**src/rtl/lr_shift_seq.sv**
```systemverilog
// Sequential shift controller: drives an external combinational
// left/right shifter one position per cycle for up to W shifts.
module lr_shift_seq #(
  parameter int W     = 8,
  parameter int CNT_W = 4
) (
  input  logic             clk,
  input  logic             rst_n,
  input  logic             start,
  input  logic             dir,
  input  logic             fill,
  input  logic [CNT_W-1:0] count,
  input  logic [W-1:0]     din,
  input  logic             abort,
  input  logic [W-1:0]     sh_out,
  output logic [W-1:0]     sh_in,
  output logic             sh_l,
  output logic             sh_r,
  output logic             sh_si,
  output logic             busy,
  output logic             done,
  output logic [W-1:0]     dout
);

  typedef enum logic [1:0] {
    IDLE  = 2'd0,
    SHIFT = 2'd1,
    DONE  = 2'd2
  } state_e;

  localparam logic [31:0] WMAX = W;

  state_e           state_q, state_d;
  logic [W-1:0]     work_q, work_d;
  logic [W-1:0]     dout_q, dout_d;
  logic [CNT_W-1:0] cnt_q, cnt_d;
  logic [CNT_W-1:0] cnt_clamp;
  logic             dir_q, dir_d;
  logic             fill_q, fill_d;

  // Requests longer than the word are equivalent to a full-width shift.
  assign cnt_clamp = (32'(count) > WMAX) ? WMAX[CNT_W-1:0] : count;

  always_ff @(posedge clk or negedge rst_n) begin
    if (!rst_n) begin
      state_q <= IDLE;
      work_q  <= '0;
      dout_q  <= '0;
      cnt_q   <= '0;
      dir_q   <= 1'b0;
      fill_q  <= 1'b0;
    end else begin
      state_q <= state_d;
      work_q  <= work_d;
      dout_q  <= dout_d;
      cnt_q   <= cnt_d;
      dir_q   <= dir_d;
      fill_q  <= fill_d;
    end
  end

  always_comb begin
    state_d = state_q;
    work_d  = work_q;
    dout_d  = dout_q;
    cnt_d   = cnt_q;
    dir_d   = dir_q;
    fill_d  = fill_q;
    unique case (state_q)
      IDLE: begin
        if (start && !abort) begin
          work_d = din;
          cnt_d  = cnt_clamp;
          dir_d  = dir;
          fill_d = fill;
          if (cnt_clamp != '0) begin
            state_d = SHIFT;
          end else begin
            state_d = DONE;
            dout_d  = din;
          end
        end
      end
      SHIFT: begin
        if (abort) begin
          state_d = IDLE;
        end else begin
          work_d = sh_out;
          cnt_d  = cnt_q - 1'b1;
          if (cnt_q == CNT_W'(1)) begin
            state_d = DONE;
            dout_d  = sh_out;
          end
        end
      end
      DONE:    state_d = IDLE;
      default: state_d = IDLE;
    endcase
  end

  always_comb begin
    sh_in = work_q;
    sh_l  = 1'b0;
    sh_r  = 1'b0;
    sh_si = 1'b0;
    busy  = (state_q != IDLE);
    done  = (state_q == DONE);
    if (state_q == SHIFT) begin
      sh_l  = ~dir_q;
      sh_r  = dir_q;
      sh_si = fill_q;
    end
  end

  assign dout = dout_q;

endmodule

```
**config.mk**
```make
export PLATFORM = sky130hd
export DESIGN_NAME = lr_shift_seq
export DESIGN_NICKNAME = d
export VERILOG_FILES = /design/src/rtl/lr_shift_seq.sv
export SDC_FILE = /design/constraint.sdc
export NUM_CORES = 1
export LEC_CHECK = 0
export CELL_PAD_IN_SITES_DETAIL_PLACEMENT = 1
export CELL_PAD_IN_SITES_GLOBAL_PLACEMENT = 2
export CORE_MARGIN = 8
export CORE_UTILIZATION = 28
export DETAILED_ROUTE_END_ITERATION = 12
export PLACE_DENSITY_LB_ADDON = 0.3
export SLEW_MARGIN = 0
export SYNTH_ARGS = -nofsm -noshare
export SYNTH_HDL_FRONTEND = slang
export SYNTH_SLANG_ARGS = --single-unit
```
**constraint.sdc**
```tcl
create_clock -name clk -period 2.9 [get_ports clk]
set_clock_uncertainty 0.05 [all_clocks]
set_input_delay 0.58 -clock clk [delete_from_list [all_inputs] [get_ports clk]]
set_output_delay 0.58 -clock clk [all_outputs]
set_load 0.005 [all_outputs]
```
# --- After elaboration in Yosys (flattened, before gate mapping) ---
# Cells that the tools add are included.
word_totals:
  latchBits: 0
  word_cells: 47
  output_inout_bits: 21
  ram_bits: 0
  in_bits: 26
  mem_count: 0
  mem_bits_ro: 0
  ff_bits: 24
classes:
  add_sub_neg: 1
  shift: 0
  order_cmp: 1
  div_mod_pow: 0
  mul: 0
  n_eq_ne: 8
  bitwise_logic: 1
  n_mux: 20
  reduce_logical: 10
ops:
  columns: ["operator", "count"]
  rows:
  - ["$mux W8", 6]
  - ["$pmux W8 S2", 2]
  - ["$mux W4", 3]
  - ["$mux W2", 4]
  - ["$ne A2 B2 Y1 const B", 4]
  - ["$pmux W4 S2", 1]
  - ["$reduce_and A5 Y1", 1]
  - ["$eq A4 B1 Y1 const B", 1]
  - ["$gt A4 B4 Y1 const B", 1]
  - ["$pmux W2 S2", 1]
  - ["$reduce_and A2 Y1", 2]
  - ["$reduce_bool A2 Y1", 2]
  - ["$reduce_bool A4 Y1", 1]
  - ["$sub A4 B1 Y4 const B", 1]
  - ["$mux W1", 3]
  - ["$ne A3 B3 Y1 const B", 1]
  - ["$reduce_and A3 Y1", 1]
  - ["$eq A2 B1 Y1 const B", 1]
  - ["$eq A2 B2 Y1 const B", 1]
  - ["$logic_not A2 Y1", 1]
  - ["$logic_and A1 B1 Y1", 1]
  - ["$logic_not A1 Y1", 1]
  - ["$not A1 Y1", 1]

# --- Depth between registers and ports, before layout ---
# Gate-level depths: netlist (run 1).
logic_depth:
  depth_word: 6
  depth_mapped: 7
  mapped_depth_nobuf: 6

# --- Worst setup path before layout (run 1) ---
# OpenSTA, ideal clock, no wires.
synth_timing:
  kind: "reg2out"
  start: "reg state_q[1]"
  end: "out sh_r"
  arrival_time_ns: 0.975
  required_time_ns: 2.270
  path_slack_ns: 1.295
  path_buffers: 1
  path_stages_with_launch: 4
  path_cell_list: "dfrtp_1 -> and2b_1 -> buf_4 -> and2_1"
synth_between:
  elab_chain_len: 2
synth_lines:
  columns: ["item", "line", "rtl"]
  rows:
  - ["start: declaration", "33", "state_e state_q, state_d;"]
  - ["start signal: assignment", "53", "state_q <= state_d;"]
  - ["$eq A2 B1 Y1", "108", "if (state_q == SHIFT) begin"]
  - ["$mux W1", "108", null]
  - ["end: declaration", "18", "output logic sh_r,"]
# Every way passes these cells.

# --- Final worst setup path (run 1) ---
# Same ends and word-level chain as after synthesis.

==> results of run 1 <==
kinds of logic after synthesis:
logic type,count (synthesis)
AO/OA/AOI/OAI,37
adder cells (fa/ha/maj),2
buffers and inverters,11
flip-flops,24
multiplexers,10
AND/OR/NAND/NOR,31
cell type report:
class / count / area (sq um)
Multi-Input combinational cell: 80 / 570.5
Timing Repair Buffer: 48 / 475.5
Tap cell: 52 / 65.06
Clock buffer: 4 / 55.05
Sequential cell: 24 / 600.6
Inverter: 4 / 15.01
Fill cell: 481 / 2512
stage by stage:
| step | instances | cell area (sq um) | total power [mW] | hold WS (ps) |
|---|---|---|---|---|
| global placement | 208 | 1727 | 1.027 | 415.7 |
| CTS | 212 | 1782 | 1.284 | 445.4 |
| finish | 212 | 1782 | 1.261 | 439.9 |
| detailed placement | 208 | 1727 | 1.047 | 426.5 |
| floorplan | 115 | 1222 | 0.7501 | 234.4 |
| global route | 212 | 1782 | 1.361 | 478.9 |
flip-flops by register name (all words and copies together), names as in the netlist:
name and count:
cnt_q 4, fill_q 1, dout 8, dir_q 1, sh_in 8, state_q 2
worst max-delay path, cell delays in order (launching register included):
cell	delay (ps)
sky130_fd_sc_hd__dfrtp_1	410
sky130_fd_sc_hd__and2b_1	430
sky130_fd_sc_hd__and2_1	190
sky130_fd_sc_hd__clkdlybuf4s50_1	510
worst min path at each step:
stage                    end  startpoint  depth (start not counted)  slack (ps)
global placement      fill_q      fill_q                          1         420
global route        sh_in[4]    sh_in[4]                          2         480
floorplan           cnt_q[0]       rst_n                          0         230
CTS                 sh_in[3]    sh_in[3]                          2         450
finish              sh_in[3]    sh_in[3]                          2         440
detailed placement  sh_in[3]    sh_in[3]                          2         430
layer usage:
| layer | global-route usage | vias up |
|---|---|---|
| li1 | - | 494 |
| met5 | 0 | - |
| met4 | 0.04737 | 0 |
| met2 | 0.1626 | 30 |
| met3 | 0.04814 | 5 |
| met1 | 0.1298 | 494 |
report_power, final:
group          switching, mW  internal, mW
clock                  0.108         0.121
combinational          0.217         0.294
sequential            0.0758         0.445
cell usage in the layout, fill, tap and decap left out:
cell                              count
sky130_fd_sc_hd__a21oi_1              4
sky130_fd_sc_hd__a31oi_1              3
sky130_fd_sc_hd__and2_1               2
sky130_fd_sc_hd__and2b_1              1
sky130_fd_sc_hd__buf_4                2
sky130_fd_sc_hd__clkbuf_8             4
sky130_fd_sc_hd__clkdlybuf4s50_1     46
sky130_fd_sc_hd__dfrtp_1             24
sky130_fd_sc_hd__ha_1                 2
sky130_fd_sc_hd__inv_1                4
sky130_fd_sc_hd__mux2_1               2
sky130_fd_sc_hd__mux2i_1              8
sky130_fd_sc_hd__nand2_1             10
sky130_fd_sc_hd__nand2b_1             1
sky130_fd_sc_hd__nor2_1              10
sky130_fd_sc_hd__nor2b_1              1
sky130_fd_sc_hd__nor3_1               1
sky130_fd_sc_hd__nor3b_1              1
sky130_fd_sc_hd__nor3b_2              1
sky130_fd_sc_hd__nor4_4               1
sky130_fd_sc_hd__o21ai_0             15
sky130_fd_sc_hd__o21ai_1              2
sky130_fd_sc_hd__o21ai_2              1
sky130_fd_sc_hd__o21ai_4              1
sky130_fd_sc_hd__o22a_1               1
sky130_fd_sc_hd__o22ai_1              1
sky130_fd_sc_hd__o22ai_2              1
sky130_fd_sc_hd__o31ai_2              8
sky130_fd_sc_hd__or2_1                1
sky130_fd_sc_hd__or3_1                1
==> results list, run 1 <==
- Measured in cells, the most critical reg-to-reg path has a length of 4.
* Dominant synthesized flop cell: sky130_fd_sc_hd__dfrtp_1
- The first detailed-routing pass took 4 iterations.
* Yosys warning total: 0
- In this run the worst setup path terminates at sh_r.
- The number of global-route vias before repair came to 1125.
* Class of the most critical setup path: register to primary output
- Number of gates resized after CTS: 0
* First element of the critical path: state_q[1]
- Of the total synthesized cell area, the portion taken by AND, OR, NAND and NOR gates is 0.1361.
* Post-route ant nets: 0
- Average via count per standard cell: a little under 5
* Met3 wire len: slightly above 300 um
- Die width: 82.08 um
* Cell leakage power: between 0.7 and 0.8 nW
* Wire length of the first global-routing pass: 5561 um
* Reg-to-reg startpoint: state_q[1]
- Period utilisation layout: 0.8399
- Number of max-capacitance violations reported: 0
- Post-detail-place hpwl: approximately 2600 um
- Summed over all failing endpoints, the final setup total negative slack is 0 ps.
- Dominant cell by count in the synthesized netlist: sky130_fd_sc_hd__dfrtp_1
- GR Util All Layers: 0.1079
- Synthesized-area fraction occupied by xor and xnor cells: 0
* Area delta synth->final: 45.75%
* Number of levels the H-tree was split into: 1
- Of the total synthesized cell area, the portion taken by full adders, half adders and majority gates is 0.02047.
* Post-CTS Setup Bufs: 0
* Via count: 1023
* DR DRC count: 0
- For this run, the register share of the synthesized area comes to 0.4913.
- Counting every sink on the clock net gives 24.
- Setup violations remaining at the end of the flow were counted as 0.
- The repair_antennas step left the layout with diodes totalling 0.
- In this run the worst path has a maximum fanout of 8.
- Number of hold buffers added after cts: 0
- By area, the combinational part of the netlist is dominated by compound AO/OA/AOI/OAI gates.
- Post-Syn Area per Cell: 10.63 sq um
- sky130_fd_sc_hd__dfrtp_1 takes more of the synthesized area than any other cell.
- Setup repair after global routing left no endpoint under its margin.
- In this run, synthesis produced a sequential element count of 24.
* Largest net degree at the start of global routing: 42
- Measured against its own limit, the worst slew margin works out to 0.3338.
- Hold violation count in the final report: 0
- Post-synthesis net count: ~140
* Synth Area in Compound Gates: 0.2170
- DR top layer: met4
- In this run, distinct cell masters in the synthesized netlist total 30.
- Total routed wire length on the met1 layer: 1525 um
* Floorplan row count: 24
- Die area: 6736 sq um
- Detailed routing placed a total of approximately 1500 um of wire on met2.
- The net count of the finished layout is around 190.
- Dividing total power by cell area gives a power density of just over 700 nW/um^2.
- For flop-to-flop paths, the worst setup slack is around 860 ps.
* Number of CTS-inserted buffers: 3
* Drt total wl: between 3000 and 4000 um
- Timing analysis after detailed placement gives a worst setup slack of 472.7 ps.
- In this run the count of I/O pins placed on the die edge is 47.
- DRC marker count from the first detailed-route iteration: 29
- In this run the tool buffered the top-level ports with between 40 and 50 buffer cells.
- Number of antenna violations at the first check in global routing: 0
- Final estimated routing congestion in global placement: ~0.70
- The worst hold path belongs to the class register to register.
- Maximum VDD drop: 0.0002849 V
- Clock insertion delay at the later pin of the skew report: around 270 ps
- The flow ran to the end, and the final reports show no timing, DRC or antenna violations.
- Grt ovf: 0
- Most used standard cells in the synthesized netlist: sky130_fd_sc_hd__dfrtp_1, sky130_fd_sc_hd__o21ai_0, sky130_fd_sc_hd__nand2_1, sky130_fd_sc_hd__nor2_1
- CP startpoint kind: register
- CTS placed an instance of sky130_fd_sc_hd__clkbuf_8 at the clock tree root.
- Ranked by total cell area, the synthesized netlist is headed by sky130_fd_sc_hd__dfrtp_1, sky130_fd_sc_hd__o31ai_2, sky130_fd_sc_hd__mux2i_1.
- Measured on the finished design, the core utilization comes to 0.4149.
- The clock passes through at most 2 buffers.
* Required time of the worst setup path: approximately 2300 ps
* Pins over their slew limit: 0
- Share of cell area taken by muxes after synthesis: 0.08393
- Yosys top cell area share: 0.4913
- The synthesized netlist occupies a cell area of 1222 sq um.
- Wirelength per Cell: roughly 16 um
- Counting flops with an async set or reset pin after synthesis yields a share of 1.000.
- Critical path data arrival time: around 1800 ps
* Placeable Area: approximately 4300 sq um
- Vertical die dimension: between 80 and 90 um
- Counting flops with a built-in enable in the synthesized netlist gives 0.
* Critical path endpoint category: primary output
* Min cycle time layout: 2436 ps
- Syn Inst Count: ~120
- Starting Density: 0.2847
- Transition at the pin with the smallest max-transition slack: between 900 and 1000 ps
* Clock tree from TritonCTS: built
* Highest achievable clock rate: around 410 MHz
- Clock Pin Slew Worst Setup and Hold Paths: 80 ps
* Share of cells above drive strength 1: 0.1188
- Setup slack closes at 464.3 ps.
* Capture point of the worst reg-to-reg path: dout[4]
(Power assumes the default switching activity.)
==> run 2: changes to the inputs <==
- CORE_UTILIZATION: 28 -> 23
- clock period: 2.9 -> 2.1 ns (I/O delays scaled with it)
==> results list, run 2 (synthesis gave the netlist of run 1 again) <==
* Transition at the pin with the smallest max-transition slack: 567.9 ps
- The largest single stage delay on the critical path is 500 ps.
- Via count: 1078
- The HPWL after detailed placement is approximately 2700 um.
- Measured in cells, the most critical reg-to-reg path has a length of 6.
- For the worst setup path, the data arrival time is 1540 ps.
- Post-route ant nets: 0
* Number of hold buffers added after cts: 0
* Hold violation count in the final report: 0
* Drt total wl: approximately 3600 um
- After detailed placement, the design holds a cell count of ~230.
- Clock latency on the worst-skew pair, taken at its later pin, is between 200 and 300 ps.
- Number of cells on the worst hold path: 1
* Largest net degree at the start of global routing: 42
* Number of levels the H-tree was split into: 1
* # diodes: 0
- The path class of the tightest hold or removal check is register to register.
* Required time of the worst setup path: between 1500 and 2000 ps
- Fillers: 586
- Count of buffers inserted at the top-level ports: 46
* Cell at the root of the clock tree: sky130_fd_sc_hd__clkbuf_8
* Critical Path, Cell by Cell: and2b_2, and2_1, clkdlybuf4s50_1
- The tool flagged a number of max-cap violations equal to 0.
* Floorplan row count: 26
- At the placement stage, the worst setup path has a slack of around 6.4 ps.
- Among all stages on the critical path, the largest delay is contributed by sky130_fd_sc_hd__clkdlybuf4s50_1.
- Period utilisation layout: 0.9582
* Worst-case register-to-register setup slack: approximately 320 ps
* Placeable Area: between 5000 and 6000 sq um
- Across the VDD grid, the largest voltage drop is 0.0005410 V.
* Vertical die dimension: between 80 and 90 um
* Cell Pwr Density: 994.6 nW/um^2
- Die area: 7904 sq um
- The count of cells in the finished layout, fillers not included, comes to ~240.
* Design Power: approximately 1.9 mW
- Number of CTS-inserted buffers: 3
* Final net count: just under 200
- Using the TritonRoute via totals, the vias-per-cell ratio works out to roughly 4.5.
- Final Instance Area: 1887 sq um
- Derived from the worst setup path, the maximum achievable clock frequency is 496.9 MHz.
* Commonest cells after routing, fill and taps aside: sky130_fd_sc_hd__clkdlybuf4s50_1, sky130_fd_sc_hd__dfrtp_1, sky130_fd_sc_hd__o21ai_0, sky130_fd_sc_hd__nor2_1, sky130_fd_sc_hd__nand2_1
- Number of antenna violations at the first check in global routing: 0
- Critical path endpoint category: primary output
* Crit-path max FO: 4
* Number of buffers on the longest clock path: 2
- between 40 and 50 I/O pins were placed.
* Worst Hold Endpoint: fill_q
- Starting Density: 0.2393
- Share of cells above drive strength 1: 0.1667
* Vias in the first global route: around 1200
* Pins over their slew limit: 0
* Status: finished clean
- From synthesis to final layout, the design area changed by 54.35%.
* DR DRC count: 0
- STA classifies the critical path startpoint as a register.
* Class of the most critical setup path: register to primary output
* DRC marker count from the first detailed-route iteration: 29
* Final estimated routing congestion in global placement: between 0.7 and 0.8
- Number of detailed-route iterations in the first pass: 2
- Total negative slack for setup checks: 0 ps
- Clock-pin slew was measured on the worst setup and hold paths at about 90 ps.
- Summed over all cells, the static leakage comes to between 0.7 and 0.8 nW.
- Dividing the detail-routed wire length by the instance count gives 15.00 um.
* Final Setup Violations: 0
- In this run the critical register-to-register path is captured at dout[6].
* Leading cell type in the layout, fill and taps excluded: sky130_fd_sc_hd__clkdlybuf4s50_1
- Slew margin rel.: 0.6214
* Grt ovf: 0
* GR Util All Layers: 0.09693
- Wire length of the first global-routing pass: 5968 um
- CTS saw 24 sinks.
* Reg-to-reg startpoint: cnt_q[1]
- Die width: between 80 and 90 um
* Clock tree from TritonCTS: built
- Setup slack closes at 87.68 ps.
- The worst hold path begins at fill_q.
- Min cycle time layout: 2012 ps
- Post-DP Area: approximately 1800 sq um
run 2: changes by cell type in the layout (fill, tap and decap cells not counted), sizes merged:
cell	change
buf	+8
clkbuf	-1
bufinv	+1
run 2: layout make-up:
class                           instances  area, sq um  area share
Tap cell                               70        87.58     0.04642
Clock buffer                            3        41.29     0.02188
Clock inverter                          1        30.03     0.01592
Timing Repair Buffer                   56        548.0      0.2905
Sequential cell                        24        600.6      0.3183
Multi-Input combinational cell         80        564.3      0.2991
Inverter                                4        15.01    0.007958
run 2: worst max path at each step:
stage               slack, ps  endpoint       start
global placement           70   dout[3]    count[0]
floorplan                 600   dout[6]    cnt_q[1]
detailed placement          6   dout[6]    count[0]
global route               -5     sh_si  state_q[1]
CTS                        20     sh_si  state_q[1]
finish                     90     sh_si  state_q[1]
run 2: power by group:
group / leakage [nW] / switching [mW] / total, mW / internal, mW
logic: 0.436 / 0.313 / 0.751 / 0.438
clock network: 0.0357 / 0.151 / 0.406 / 0.255
registers: 0.298 / 0.105 / 0.719 / 0.614
run 2: timing repair:
item / 4_1_cts / 5_1_grt
endpoints found under the setup margin: 0 / 2
endpoints found under the hold margin: 0 / 0
setup buffers: 0 / 3
gates resized for setup: 0 / 1
run 2: per-layer routing:
metal  GRT usage  up-vias  share of wire
li1            -      513              -
met1      0.1291      528           0.49
met2      0.1435       35           0.43
met3     0.03585        2          0.071
met4     0.02304        0         0.0039
met5           0        -              0
run 2: critical path, delay by kind of cell, from the launching register on:
family	cells	cell delay (ps)
buffers and inverters	1	500
flip-flops	1	410
AND/OR/NAND/NOR	2	380
run 2: through the flow:
| step | hold slack [ps] | utilization |
|---|---|---|
| 6_report | 435.0 | 0.3694 |
| 5_1_grt | 467.8 | 0.3694 |
| 4_1_cts | 441.8 | 0.3648 |
| 3_5_place_dp | 420.5 | 0.3508 |
| 3_3_place_gp | 410.8 | 0.3508 |
| 2_1_floorplan | 74.41 | - |
